$ cat config.mk
export PLATFORM = sky130hd
export DESIGN_NAME = debouncer_bank
export DESIGN_NICKNAME = d
export VERILOG_FILES = /design/src/rtl/debouncer_bank.sv
export SDC_FILE = /design/constraint.sdc
export NUM_CORES = 1
export LEC_CHECK = 0
export BUFFER_PORTS_ARGS = -buffer_cell sky130_fd_sc_hd__buf_2
export CELL_PAD_IN_SITES_DETAIL_PLACEMENT = 2
export CELL_PAD_IN_SITES_GLOBAL_PLACEMENT = 2
export CORE_MARGIN = 1.5
export CORE_UTILIZATION = 41
export DETAILED_ROUTE_END_ITERATION = 7
export PLACE_DENSITY = 0.88
export SETUP_SLACK_MARGIN = 0.05
export SLEW_MARGIN = 40
export SYNTH_ARGS = -nofsm -noshare
export SYNTH_HDL_FRONTEND = slang
export SYNTH_SLANG_ARGS = --single-unit
$ cat constraint.sdc
create_clock -name clk -period 4 [get_ports clk]
set_input_delay 0.8 -clock clk [delete_from_list [all_inputs] [get_ports clk]]
set_output_delay 0.8 -clock clk [all_outputs]
set_load 0.03 [all_outputs]
$ cat src/rtl/debouncer_bank.sv
// Bank of independent debouncers: per-channel 2-flop synchroniser, stability counter and rise/fall pulses.
// Define DEBOUNCER_BANK_REPEAT_EN to add the auto-repeat pulse generator on held-high channels.
module debouncer_bank #(
  parameter int CHANNELS   = 4,
  parameter int CNT_W      = 8,
  parameter int STABLE     = 255,
  parameter int RPT_W      = 16,
  parameter int RPT_FIRST  = 1000,
  parameter int RPT_PERIOD = 250
) (
  input  logic                clk,
  input  logic                rst_n,
  input  logic [CHANNELS-1:0] in,
  output logic [CHANNELS-1:0] out,
  output logic [CHANNELS-1:0] rise,
  output logic [CHANNELS-1:0] fall,
  output logic [CHANNELS-1:0] rep
);

  localparam logic [CNT_W-1:0] STABLE_C = CNT_W'(STABLE);

  for (genvar gi = 0; gi < CHANNELS; gi++) begin : g_ch
    logic             s0_reg;
    logic             s1_reg;
    logic             out_reg;
    logic             rise_reg;
    logic             fall_reg;
    logic [CNT_W-1:0] cnt_reg;
    logic             stable;
    logic             update;
    logic             out_next;

    assign stable   = (cnt_reg == STABLE_C);
    assign update   = stable && (s1_reg != out_reg);
    assign out_next = update ? s1_reg : out_reg;

    always_ff @(posedge clk or negedge rst_n) begin
      if (!rst_n) begin
        s0_reg   <= 1'b0;
        s1_reg   <= 1'b0;
        cnt_reg  <= '0;
        out_reg  <= 1'b0;
        rise_reg <= 1'b0;
        fall_reg <= 1'b0;
      end else begin
        s0_reg <= in[gi];
        s1_reg <= s0_reg;
        // Any difference between the two sync stages restarts the stability window.
        if (s0_reg != s1_reg) begin
          cnt_reg <= '0;
        end else if (!stable) begin
          cnt_reg <= cnt_reg + 1'b1;
        end
        out_reg  <= out_next;
        rise_reg <= update && s1_reg;
        fall_reg <= update && !s1_reg;
      end
    end

    assign out[gi]  = out_reg;
    assign rise[gi] = rise_reg;
    assign fall[gi] = fall_reg;

`ifdef DEBOUNCER_BANK_REPEAT_EN
    localparam logic [RPT_W-1:0] RPT_MAX   = {RPT_W{1'b1}};
    localparam logic [RPT_W:0]   FIRST_C   = (RPT_W+1)'(RPT_FIRST);
    localparam logic [RPT_W+1:0] PERIOD_C  = (RPT_W+2)'(RPT_PERIOD);
    // One past the largest count value: a due point here can never be reached.
    localparam logic [RPT_W+1:0] DUE_LIMIT = {2'b01, {RPT_W{1'b0}}};

    logic [RPT_W-1:0] rpt_cnt_reg;
    logic [RPT_W:0]   rpt_due_reg;
    logic             rep_reg;
    logic             rpt_hit;
    logic [RPT_W+1:0] due_sum;
    logic [RPT_W:0]   due_next;

    assign rpt_hit  = out_reg && ({1'b0, rpt_cnt_reg} == rpt_due_reg);
    assign due_sum  = {1'b0, rpt_due_reg} + PERIOD_C;
    assign due_next = (due_sum > DUE_LIMIT) ? DUE_LIMIT[RPT_W:0] : due_sum[RPT_W:0];

    // rpt_cnt_reg counts cycles with out high; rpt_due_reg is the count of the next repeat.
    always_ff @(posedge clk or negedge rst_n) begin
      if (!rst_n) begin
        rpt_cnt_reg <= '0;
        rpt_due_reg <= FIRST_C;
        rep_reg     <= 1'b0;
      end else if (!out_next) begin
        rpt_cnt_reg <= '0;
        rpt_due_reg <= FIRST_C;
        rep_reg     <= 1'b0;
      end else begin
        if (rpt_cnt_reg != RPT_MAX) begin
          rpt_cnt_reg <= rpt_cnt_reg + 1'b1;
        end
        if (rpt_hit) begin
          rpt_due_reg <= due_next;
        end
        rep_reg <= rpt_hit;
      end
    end

    assign rep[gi] = rep_reg;
`else
    assign rep[gi] = 1'b0;
`endif
  end

endmodule

=== Word level (Yosys, flattened, before mapping) ===
Cells that the tools add are included.

* Equal/unequal tests: 16
* Reductions and logical operators: 16
* $add $sub $neg: 4
* Mux-type cells: 8

{| class="wikitable"
|+ Operators by type and width
! cell !! number
|-
| $mux W8 || 8
|-
| $add A8 B1 Y8 const B || 4
|-
| $eq A8 B8 Y1 const B || 4
|-
| $logic_and A1 B1 Y1 || 12
|-
| $ne A1 B1 Y1 || 8
|-
| $ne A2 B1 Y1 const B || 4
|-
| $logic_not A1 Y1 || 4
|}

* Output and inout port bits: 16
* Register bits: 52
* Logic and storage cells: 68
* Input bits: 6

=== Longest topological paths before layout ===
* Depth after elaboration: 3
* Depth in mapped cells: 5
* Depth with buffers taken out: 5

=== Worst setup path before layout ===
OpenSTA, ideal clock, no wires.

* Path kind: register -> register
* From: reg g_ch[2].cnt_reg[0]
* To: reg g_ch[2].cnt_reg[5]
* Arrival time: 1452 ps
* Required time: 3922 ps
* Clock period less this slack: 1531 ps
* Stages on the path, launching flop included: 6
* Setup time: 78 ps
* Setup slack: 2469 ps
* Buffers on the path: 0
* Path through: dfrtp_1 > ha_1 > and2_2 > a31o_1 > or3_1 > a21oi_1

* Cells in the longest elaborated chain, start to end: 3
* Elaborated cells between the ends (all ways): 5
* Classes of those cells: 1 x add/sub; 2 x eq/ne; 2 x mux

{| class="wikitable"
|+ Ends and longest elaborated chain
! element !! line !! source
|-
| start: declaration || 28 || <nowiki>logic [CNT_W-1:0] cnt_reg;</nowiki>
|-
| start signal: assignment || 52 || <nowiki>cnt_reg <= cnt_reg + 1'b1;</nowiki>
|-
| $add A8 B1 Y8 || 52 ||
|-
| $mux W8 || 51 || <nowiki>end else if (!stable) begin</nowiki>
|-
| $mux W8 || 49 || <nowiki>if (s0_reg != s1_reg) begin</nowiki>
|}

Several ways; a longest one is shown, not always the timed one. The select of a mux whose other input is x is not followed.
A chain may end at the register's enable or synchronous reset.

=== Worst setup path in the final report ===
* From: reg g_ch[1].cnt_reg[0]
* To: reg g_ch[1].out_reg

* Cells in the longest elaborated chain, start to end: 2

{| class="wikitable"
|+ Ends and longest elaborated chain
! element !! line !! source
|-
| start: declaration || 28 ||
|-
| start signal: assignment || 52 ||
|-
| $eq A8 B8 Y1 || 33 || <nowiki>assign stable = (cnt_reg == STABLE_C);</nowiki>
|-
| $logic_and A1 B1 Y1 || 34 || <nowiki>assign update = stable && (s1_reg != out_reg);</nowiki>
|-
| end signal: assignment || 54 || <nowiki>out_reg <= out_next;</nowiki>
|-
| end: declaration || 25 || <nowiki>logic out_reg;</nowiki>
|}

No other way between the ends.

==> impl_metrics.yaml <==
critical_path:
  crit_path_max_incr_delay_ps: 420
  cp_cell_sequence: "ha_1 > nand4_1 > nor2_1 > mux2_2"
  critical_path_required_ps: 4190
  criticalPathCategory: "reg2reg"
  cp_top_family: "simple AND/OR/NAND/NOR gates"
  crit_path_end_kind: "register"
  cp_max_fo: 5
  critPathBufInv: 0
  arrival_ps: 1950
  cp.depth: 4
  crit_path_start_kind: "register"
  reg2reg_depth: 4
  slowest_stage: "nor2_1"
sta:
  fin_ws_ps: 2240
  tightest_slew_ps: 723
  rsz0062_at_grt: "false"
  fmax_mhz: 567
  finClkSkew_ps: 7.23
  fin_crit_sh_pct: 44.1
  drv_slew: 0
  finalCriticalPeriod_ps: 1760
  setup_viol: 0
  hold_viol: 0
  setup-tns-final_ps: 0
  maxSlewHeadroom_pct: 51.7
global_routing:
  antenna_found_initial: 0
  grt_remaining_overflow: 0
  grt_max_degree: 31
  grt_first_pass_wirelength_um: 8570
  first_global_vias: 1770
  grtUsageTotal_pct: 17.9
detailed_routing:
  dr_total_vias: 1606
  wl_um: 4900
  antenna_left: 0
  drt_iter0_markers: 32
  post_drt_via_cell_ratio: 5.32
  drcViolationCount: 0
  wl_per_cell_um: 16.2
  detail_route.first_pass.iterations: 2
yosys:
  avgSynthCellArea_um2: 10.8
  ys_seq_area_share_pct: 55.2
  synthesis.area_mm2: 0.00236
  ys_ff_latch: 52
  ys_types: 33
  ys_warn_count: 0
  netlist_instances: 219
finish:
  syn2layout_area_growth_pct: 6.74
  layout_commonest_cell: "dfrtp_1"
  final.fill_count: 587
  antenna_cells: 0
  layout_common_cells: "dfrtp_1, nor2_1, nand2_1, buf_2, nor3_1"
  drive_gt1_share_pct: 13.5
  largest_reg_flops: 32
  fin_nets: 240
  final_core_util_pct: 45.4
floorplan:
  die_w_um: 78.8
  die_h_um: 78.8
  core_mm2: 0.00554
  die_area_mm2: 0.00621
  fp-row-count: 27
  initial_core_util_pct: 42.5
  ios: 22
cts:
  cts.sinks: 52
  cts_setup_buffers: 0
  cts_htree_levels: 2
  clk_pin_slew_worst_paths_ps: 90
  cts_tree: "done"
  clockBufferDepth: 2
  numCtsBuffers: 5
  root_buffer: "clkbuf_8"
  cts_resized: 0
  ctsHoldBuffers: 0
  clock_latency_ps: 300
placed_design:
  dp_hpwl_um: 3460
  place_congestion: 0.759
  pre_cts_slack_ps: 2260
  portBuffers: 17
pwr:
  p_per_area_mw_per_mm2: 385
  p_leak_nw: 1.18
  total_power_mw: 0.969
  irDropWorstVdd_v: 0.000178
run_status:
  status: "completed"
worst_hold_path:
  holdCritPathClass: "reg2reg"
  min_path_cells: 0
job:
  drv_cap: 0
[per-layer routing]
layer  vias up  global-route usage, %  wire length [um]
li1        771                      -                 -
met1       812                   21.6              2130
met2        19                   32.1              2580
met3         4                   3.22               115
met4         0                   6.32                67
met5         -                      0                 0
[cell type report]
class                   instances  area (um2)  area share, %
multi-input cells             151         928           36.9
clock buffers                   7        96.3           3.83
inverters                       2        7.51          0.298
flip-flops and latches         52        1300           51.7
well taps                      72        90.1           3.58
repair buffers                 18        92.6           3.68
[kinds of logic (layout without fill, tap and decap cells)]
kind of cell / Yosys count / after routing / synth area share (%)
xor+xnor: 12 / 12 / 4.46
buf+inv: 19 / 27 / 5.89
fa+ha+maj: 4 / 4 / 2.12
simple gates: 94 / 94 / 20.5
mux: 12 / 12 / 5.31
other cells: 1 / 4 / 0.159
flops: 52 / 52 / 55.2
compound gates: 25 / 25 / 6.37
[synthesized netlist by cell type]
cell       instances  area share (%)
conb_1             1            0.16
nand2b_1           2            0.53
mux2_2             4             1.9
nand2_1           17             2.7
and4_1             3             1.1
mux2i_1            8             3.4
or3_1              1            0.27
o21ai_0            5             1.1
nor2_1            29             4.6
a211oi_1           4             1.3
and3_1             4             1.1
xor2_1            10             3.7
a21oi_1            9             1.9
buf_4             16             5.1
o2111ai_1          1            0.37
and2_1             1            0.27
nand4_1            4             1.1
nor4b_1            2            0.74
nor3b_1            5             1.6
and3b_1            3             1.1
a31oi_1            4             1.1
nor4bb_1           1            0.42
buf_6              1            0.48
and4_2             1            0.42
xnor2_1            2            0.74
nor3_1            11             2.3
o211ai_1           1            0.32
and2_2             1            0.32
nand3_1            9             1.9
inv_1              2            0.32
dfrtp_1           52              55
ha_1               4             2.1
a31o_1             1            0.37
[worst register-to-register path: stages (launching register included)]
cell and delay (ps):
dfrtp_1 410, ha_1 220, nand4_1 220, nor2_1 420
mux2_2 380
[metrics by stage]
stage          std cells  hold WS [ps]  instance area [um2]
3_5_place_dp         295           380                 2420
4_1_cts              302           403                 2520
6_report             302           399                 2520
5_1_grt              302           418                 2520
3_3_place_gp         295           374                 2420
2_1_floorplan        222           372                 2370
[final timing paths]
check	startpoint	endpoint	slack [ps]
max in group asynchronous	rst_n	g_ch[0].cnt_reg[2]$_DFFE_PN0P_	2780
hold / removal	g_ch[0].s0_reg$_DFF_PN0_	g_ch[0].s1_reg$_DFF_PN0_	400
setup reg to reg	g_ch[1].cnt_reg[0]$_DFFE_PN0P_	g_ch[1].out_reg$_DFFE_PN0P_	2240
min in group asynchronous	rst_n	g_ch[0].out_reg$_DFFE_PN0P_	450
setup / recovery	g_ch[1].cnt_reg[0]$_DFFE_PN0P_	g_ch[1].out_reg$_DFFE_PN0P_	2240
hold reg to reg	g_ch[0].s0_reg$_DFF_PN0_	g_ch[0].s1_reg$_DFF_PN0_	400
[where the power goes]
part | internal (mW) | leakage (nW) | switching, mW
sequential | 0.548 | 0.698 | 0.0255
combinational | 0.0256 | 0.433 | 0.0505
clock | 0.154 | 0.0503 | 0.164
No activity file was read; power rests on OpenSTA's default activity.
